$ cat config.mk
export PLATFORM = sky130hd
export DESIGN_NAME = fetch_queue_flat
export DESIGN_NICKNAME = d
export VERILOG_FILES = /design/src/rtl/fetch_queue_if.sv /design/src/rtl/fetch_queue.sv /design/src/flat_wrapper.sv
export SDC_FILE = /design/constraint.sdc
export NUM_CORES = 1
export LEC_CHECK = 0
export ABC_AREA = 1
export BUFFER_PORTS_ARGS = -buffer_cell sky130_fd_sc_hd__buf_2
export CAP_MARGIN = 20
export CORE_AREA = 8 8 218 220
export CTS_BUF_LIST = sky130_fd_sc_hd__clkbuf_4 sky130_fd_sc_hd__clkbuf_8
export DETAILED_ROUTE_END_ITERATION = 10
export DIE_AREA = 0 0 226 228
export PLACE_DENSITY_LB_ADDON = 0.1
export SLEW_MARGIN = 0
export SYNTH_ARGS = -nofsm -noshare
export SYNTH_HDL_FRONTEND = slang
export SYNTH_SLANG_ARGS = --single-unit
$ cat constraint.sdc
create_clock -name clk -period 5.4 [get_ports clk]
set_clock_uncertainty 0.1 [all_clocks]
set_input_delay 1.08 -clock clk [delete_from_list [all_inputs] [get_ports clk]]
set_output_delay 1.08 -clock clk [all_outputs]
set_load 0.05 [all_outputs]
$ cat src/rtl/fetch_queue_if.sv
// Fetch front-end bundle: PC feedback, instruction-memory read port, redirect and decode handshake.
`timescale 1ns/1ps
interface fetch_queue_if #(
  parameter int unsigned DEPTH = 4
);
  localparam int unsigned CW = $clog2(DEPTH) + 1;

  logic [31:0]   pc_result;
  logic [31:0]   address;
  logic [31:0]   imem_addr;
  logic          imem_read_en;
  logic [31:0]   imem_data;
  logic          redirect;
  logic [31:0]   redirect_target;
  logic [31:0]   instr_out;
  logic [31:0]   instr_pc;
  logic          instr_valid;
  logic          instr_ready;
  logic [CW-1:0] count;

  // master: the fetch queue itself; slave: PC, memory and decode around it
  modport master (
    input  pc_result, imem_data, redirect, redirect_target, instr_ready,
    output address, imem_addr, imem_read_en, instr_out, instr_pc, instr_valid, count
  );
  modport slave (
    output pc_result, imem_data, redirect, redirect_target, instr_ready,
    input  address, imem_addr, imem_read_en, instr_out, instr_pc, instr_valid, count
  );
endinterface

$ cat src/rtl/fetch_queue.sv
// Instruction fetch queue: credit-based issue to a 1-cycle memory, PC-tagged FIFO, redirect/flush.
// Optional same-cycle bypass of an arriving response into an empty queue: define FETCH_BYPASS_EN.
`timescale 1ns/1ps
module fetch_queue #(
  parameter int unsigned DEPTH        = 4,
  parameter logic [31:0] RESET_VECTOR = 32'h0000_0000,
  parameter int unsigned PC_STEP      = 4
) (
  input logic           clk,
  input logic           reset,
  fetch_queue_if.master fq
);
  localparam int unsigned PW = $clog2(DEPTH);
  localparam int unsigned CW = PW + 1;

  typedef struct packed {
    logic [31:0] pc;
    logic [31:0] instr;
  } entry_t;

  typedef enum logic {BOOT, RUN} state_t;

  state_t        state_q, state_d;
  entry_t        mem [DEPTH];
  logic [PW-1:0] rd_ptr_q, wr_ptr_q;
  logic [CW-1:0] count_q;
  logic          inflight_q, squash_q;
  logic [31:0]   issue_pc_q;
  entry_t        hold_q;

  logic   issue, resp_ok, fifo_empty, bypass, valid, push, fifo_pop;
  entry_t resp, disp;

  // Next state, issue decision, head selection and handshake
  always_comb begin
    state_d    = state_q;
    issue      = 1'b0;
    fifo_empty = (count_q == '0);
    resp       = '{pc: issue_pc_q, instr: fq.imem_data};
    resp_ok    = inflight_q & ~squash_q & ~fq.redirect;
`ifdef FETCH_BYPASS_EN
    bypass     = fifo_empty & resp_ok;
`else
    bypass     = 1'b0;
`endif
    case (state_q)
      BOOT: state_d = RUN;
      RUN:  issue = ~fq.redirect & (CW'(count_q + CW'(inflight_q)) < CW'(DEPTH));
      default: state_d = BOOT;
    endcase

    if (!reset)           fq.address = RESET_VECTOR;
    else if (fq.redirect) fq.address = fq.redirect_target;
    else if (issue)       fq.address = fq.pc_result + 32'(PC_STEP);
    else                  fq.address = fq.pc_result;

    if (!fifo_empty)  disp = mem[rd_ptr_q];
    else if (bypass)  disp = resp;
    else              disp = hold_q;

    valid    = (~fifo_empty | bypass) & ~fq.redirect;
    fifo_pop = valid & fq.instr_ready & ~fifo_empty;
    // A bypassed response taken by decode this cycle never lands in storage
    push     = resp_ok & ~(bypass & fq.instr_ready);

    fq.imem_read_en = issue;
    fq.imem_addr    = fq.pc_result;
    fq.instr_valid  = valid;
    fq.instr_out    = disp.instr;
    fq.instr_pc     = disp.pc;
    fq.count        = count_q;
  end

  always_ff @(posedge clk or negedge reset) begin
    if (!reset) begin
      state_q    <= BOOT;
      rd_ptr_q   <= '0;
      wr_ptr_q   <= '0;
      count_q    <= '0;
      inflight_q <= 1'b0;
      squash_q   <= 1'b0;
      issue_pc_q <= '0;
      hold_q     <= '0;
    end else begin
      state_q    <= state_d;
      inflight_q <= issue;
      squash_q   <= fq.redirect & inflight_q;
      hold_q     <= disp;
      if (issue) issue_pc_q <= fq.pc_result;
      if (fq.redirect) begin
        rd_ptr_q <= '0;
        wr_ptr_q <= '0;
        count_q  <= '0;
      end else begin
        if (fifo_pop) rd_ptr_q <= rd_ptr_q + PW'(1);
        if (push)     wr_ptr_q <= wr_ptr_q + PW'(1);
        count_q <= count_q + CW'(push) - CW'(fifo_pop);
      end
    end
  end

  // Storage needs no reset: occupancy gates every read of it
  always_ff @(posedge clk) begin
    if (push) mem[wr_ptr_q] <= resp;
  end
endmodule

$ cat src/flat_wrapper.sv
// flat-port wrapper written by rule: the top's interface ports become plain ports
module fetch_queue_flat 
#(
  parameter int unsigned DEPTH        = 4,
  parameter logic [31:0] RESET_VECTOR = 32'h0000_0000,
  parameter int unsigned PC_STEP      = 4
)
  (clk, reset, fq_pc_result, fq_imem_data, fq_redirect, fq_redirect_target, fq_instr_ready, fq_address, fq_imem_addr, fq_imem_read_en, fq_instr_out, fq_instr_pc, fq_instr_valid, fq_count);
  fetch_queue_if #(.DEPTH(DEPTH)) fq_i ();
  input logic clk;
  input logic reset;
  input wire logic [$bits(fq_i.pc_result)-1:0] fq_pc_result;
  input wire logic [$bits(fq_i.imem_data)-1:0] fq_imem_data;
  input wire logic [$bits(fq_i.redirect)-1:0] fq_redirect;
  input wire logic [$bits(fq_i.redirect_target)-1:0] fq_redirect_target;
  input wire logic [$bits(fq_i.instr_ready)-1:0] fq_instr_ready;
  output wire logic [$bits(fq_i.address)-1:0] fq_address;
  output wire logic [$bits(fq_i.imem_addr)-1:0] fq_imem_addr;
  output wire logic [$bits(fq_i.imem_read_en)-1:0] fq_imem_read_en;
  output wire logic [$bits(fq_i.instr_out)-1:0] fq_instr_out;
  output wire logic [$bits(fq_i.instr_pc)-1:0] fq_instr_pc;
  output wire logic [$bits(fq_i.instr_valid)-1:0] fq_instr_valid;
  output wire logic [$bits(fq_i.count)-1:0] fq_count;
  assign fq_i.pc_result = fq_pc_result;
  assign fq_i.imem_data = fq_imem_data;
  assign fq_i.redirect = fq_redirect;
  assign fq_i.redirect_target = fq_redirect_target;
  assign fq_i.instr_ready = fq_instr_ready;
  assign fq_address = fq_i.address;
  assign fq_imem_addr = fq_i.imem_addr;
  assign fq_imem_read_en = fq_i.imem_read_en;
  assign fq_instr_out = fq_i.instr_out;
  assign fq_instr_pc = fq_i.instr_pc;
  assign fq_instr_valid = fq_i.instr_valid;
  assign fq_count = fq_i.count;
  fetch_queue #(.DEPTH(DEPTH), .RESET_VECTOR(RESET_VECTOR), .PC_STEP(PC_STEP)) u_core (.clk(clk), .reset(reset), .fq(fq_i));
endmodule
==> results.yml <==
routing:
  drt_iter0_markers: 425
  totalWireLength_um: 40100
  post_drt_wl_per_cell_um: 17.6
  firstDrtPassIters: 5
  vias: 10554
  ant_nets: 0
  vias_per_cell: 4.62
  remaining_drc_errors: 0
logic_synthesis:
  synthArstFlopShare_pct: 29.3
  synth_seq_cells: 362
  syn-cell-area_um2: 15200
  synth-seq-area-share_pct: 67.9
  yosys.area.top_type: "edfxtp_1"
  yosysWarnings: 0
  yosysTopAreaCellShare_pct: 50.5
  ys.flop_type: "edfxtp_1"
  netlist_instances: 1435
  synth_nets: 1543
  synth.area.top_cells: "edfxtp_1, dfrtp_1, nor2_1"
  synthDistinctLibCells: 33
  syn_avg_cell_area_um2: 10.6
  synth_edf_count: 256
global_route:
  track_usage_pct: 15.6
  grt_pass1_wl_um: 62800
  antenna_found_initial: 0
  grt_pass1_vias: 11029
  grt_remaining_overflow: 0
  grt_max_degree: 86
clock_network:
  cts_resized: 0
  cts_tree: "done"
  cts.clk_slew.worst_paths_ns: 0.06
  clk_latency_ns: 0.58
  cts_hold_buf: 0
  post_cts_buffers: 0
  cts_inserted_buffers: 66
  cts_max_path_buffers: 3
  cts-root-buf: "clkbuf_8"
  htree_levels: 3
  cts_sinks: 362
placement:
  postPlaceCellArea_um2: 16800
  dp_hpwl_um: 24500
  gp_congestion: 0.854
  io_buffers: 232
worst_setup_path:
  cp.required_ns: 4.22
  crit_path_end_kind: "output port"
  crit_type: "register to output port"
  critPathMaxFanout: 72
  critPathLaunchType: "register"
  cp_data_arrival_time_ns: 3.07
run:
  max_cap_violations: 0
floorplanning:
  die_area_um2: 51500
  die_y_um: 228
  num_rows: 77
  die_w_um: 226
  core_um2: 43800
  start_util_pct: 34.7
  num_io_pins: 233
timing:
  slew_headroom_pct: 34.1
  worst_slew_pin_slew_ns: 0.989
  setup_viol: 0
  drv_slew: 0
  fmax_mhz: 235
  rsz0062_at_grt: "false"
  min_period_over_period_pct: 78.8
  setup_tns_ns: 0
  period_needed_ns: 4.25
  holdWs_ns: 0.342
  hold_viol_final: 0
finish:
  fin_area_um2: 18100
  nNetsFinal: 1749
  layout_common_cells: "nor2_1, edfxtp_1, buf_2"
  fill_cells: 4304
  area_delta_synth_final_pct: 19.2
  layout_commonest_cell: "nor2_1"
  final_util_pct: 41.4
  drive_above_1_share_pct: 22.3
power_and_ir_drop:
  p_total_mw: 10.2
  leakage_nw: 7.33
  p_per_area_nw_per_um2: 562
  ir_drop_uv: 289
min_path:
  hp-class: "primary input to async pin"
run_status:
  status: "completed"
==> layer usage <==
metal  vias up  track usage (%)  wire [um]
li1       5269                -          -
met1      4936             20.2      18500
met2       292             24.7      18300
met3        57             4.30       2410
met4         0             5.57        826
met5         -                0          0
==> synth_stat cells (all sizes together), types with 5 or more instances <==
cell type / instances
o21ai: 181
dfrtp: 106
edfxtp: 256
nor3: 5
a21oi: 16
inv: 85
clkbuf: 41
nor2: 401
nand3: 51
nand2: 136
ha: 7
buf: 68
xor2: 5
a31oi: 65
==> path summary, 6_finish.rpt <==
kind	startpoint	endpoint	slack, ns	depth (start not counted)
max in group asynchronous	reset	u_core.issue_pc_q[20]	3.42	2
setup reg to reg	u_core.inflight_q	u_core.mem[3][24]	2.69	5
hold reg to reg	u_core.issue_pc_q[23]	u_core.mem[3][55]	0.42	0
hold / removal	reset	u_core.hold_q[7]	0.34	1
min in group clk	u_core.issue_pc_q[23]	u_core.mem[3][55]	0.42	0
setup / recovery	u_core.rd_ptr_q[0]	fq_instr_out[18]	1.15	5
==> stage by stage <==
stage / setup slack [ns] / std cells
after floorplan: 0.423 / 1435
after global placement: 1.33 / 2165
after detailed placement: 1.30 / 2165
after CTS: 1.01 / 2284
after global routing: 0.905 / 2284
final: 1.15 / 2285
==> where the power goes <==
part           internal [mW]  switching (mW)
clock network           1.57            1.09
registers               3.47           0.267
logic                  0.800            2.99
total                   5.84            4.35
==> sequential cells by signal, indices dropped and copies added, names as in the netlist <==
register	cells
u_core.fq.count	3
u_core.hold_q	64
u_core.inflight_q	1
u_core.issue_pc_q	32
u_core.mem	256
u_core.rd_ptr_q	2
u_core.squash_q	1
u_core.state_q	1
u_core.wr_ptr_q	2
==> logic make-up (layout without fill, tap and decap cells) <==
group | count (synthesis) | count (layout) | share of synthesized area [%]
other cells | 1 | 2 | 0.0246
buf+inv | 194 | 451 | 5.91
xor+xnor | 5 | 5 | 0.288
compound gates | 263 | 263 | 9.20
flops | 362 | 362 | 67.9
simple gates | 602 | 602 | 15.9
fa+ha+maj | 8 | 8 | 0.707
==> worst max-delay path, cell delays in order (launching register included) <==
cell     delay (ns)
dfrtp_4        0.70
inv_4          0.54
buf_12         0.35
o21ai_0        0.14
a31oi_1        0.34
buf_2          0.34
==> area by class of cell <==
type                            instances  area, um^2  share of cell area [%]
Antenna cell                            1        2.50                  0.0138
Clock buffer                          105        1260                    6.97
Sequential cell                       362       10300                    57.0
Timing Repair Buffer                  247        1340                    7.40
Tap cell                              592         741                    4.08
Clock inverter                         14         110                   0.607
Multi-Input combinational cell        879        4020                    22.1
Inverter                               85         322                    1.77
Note: power is estimated with default switching activity, not from simulation.
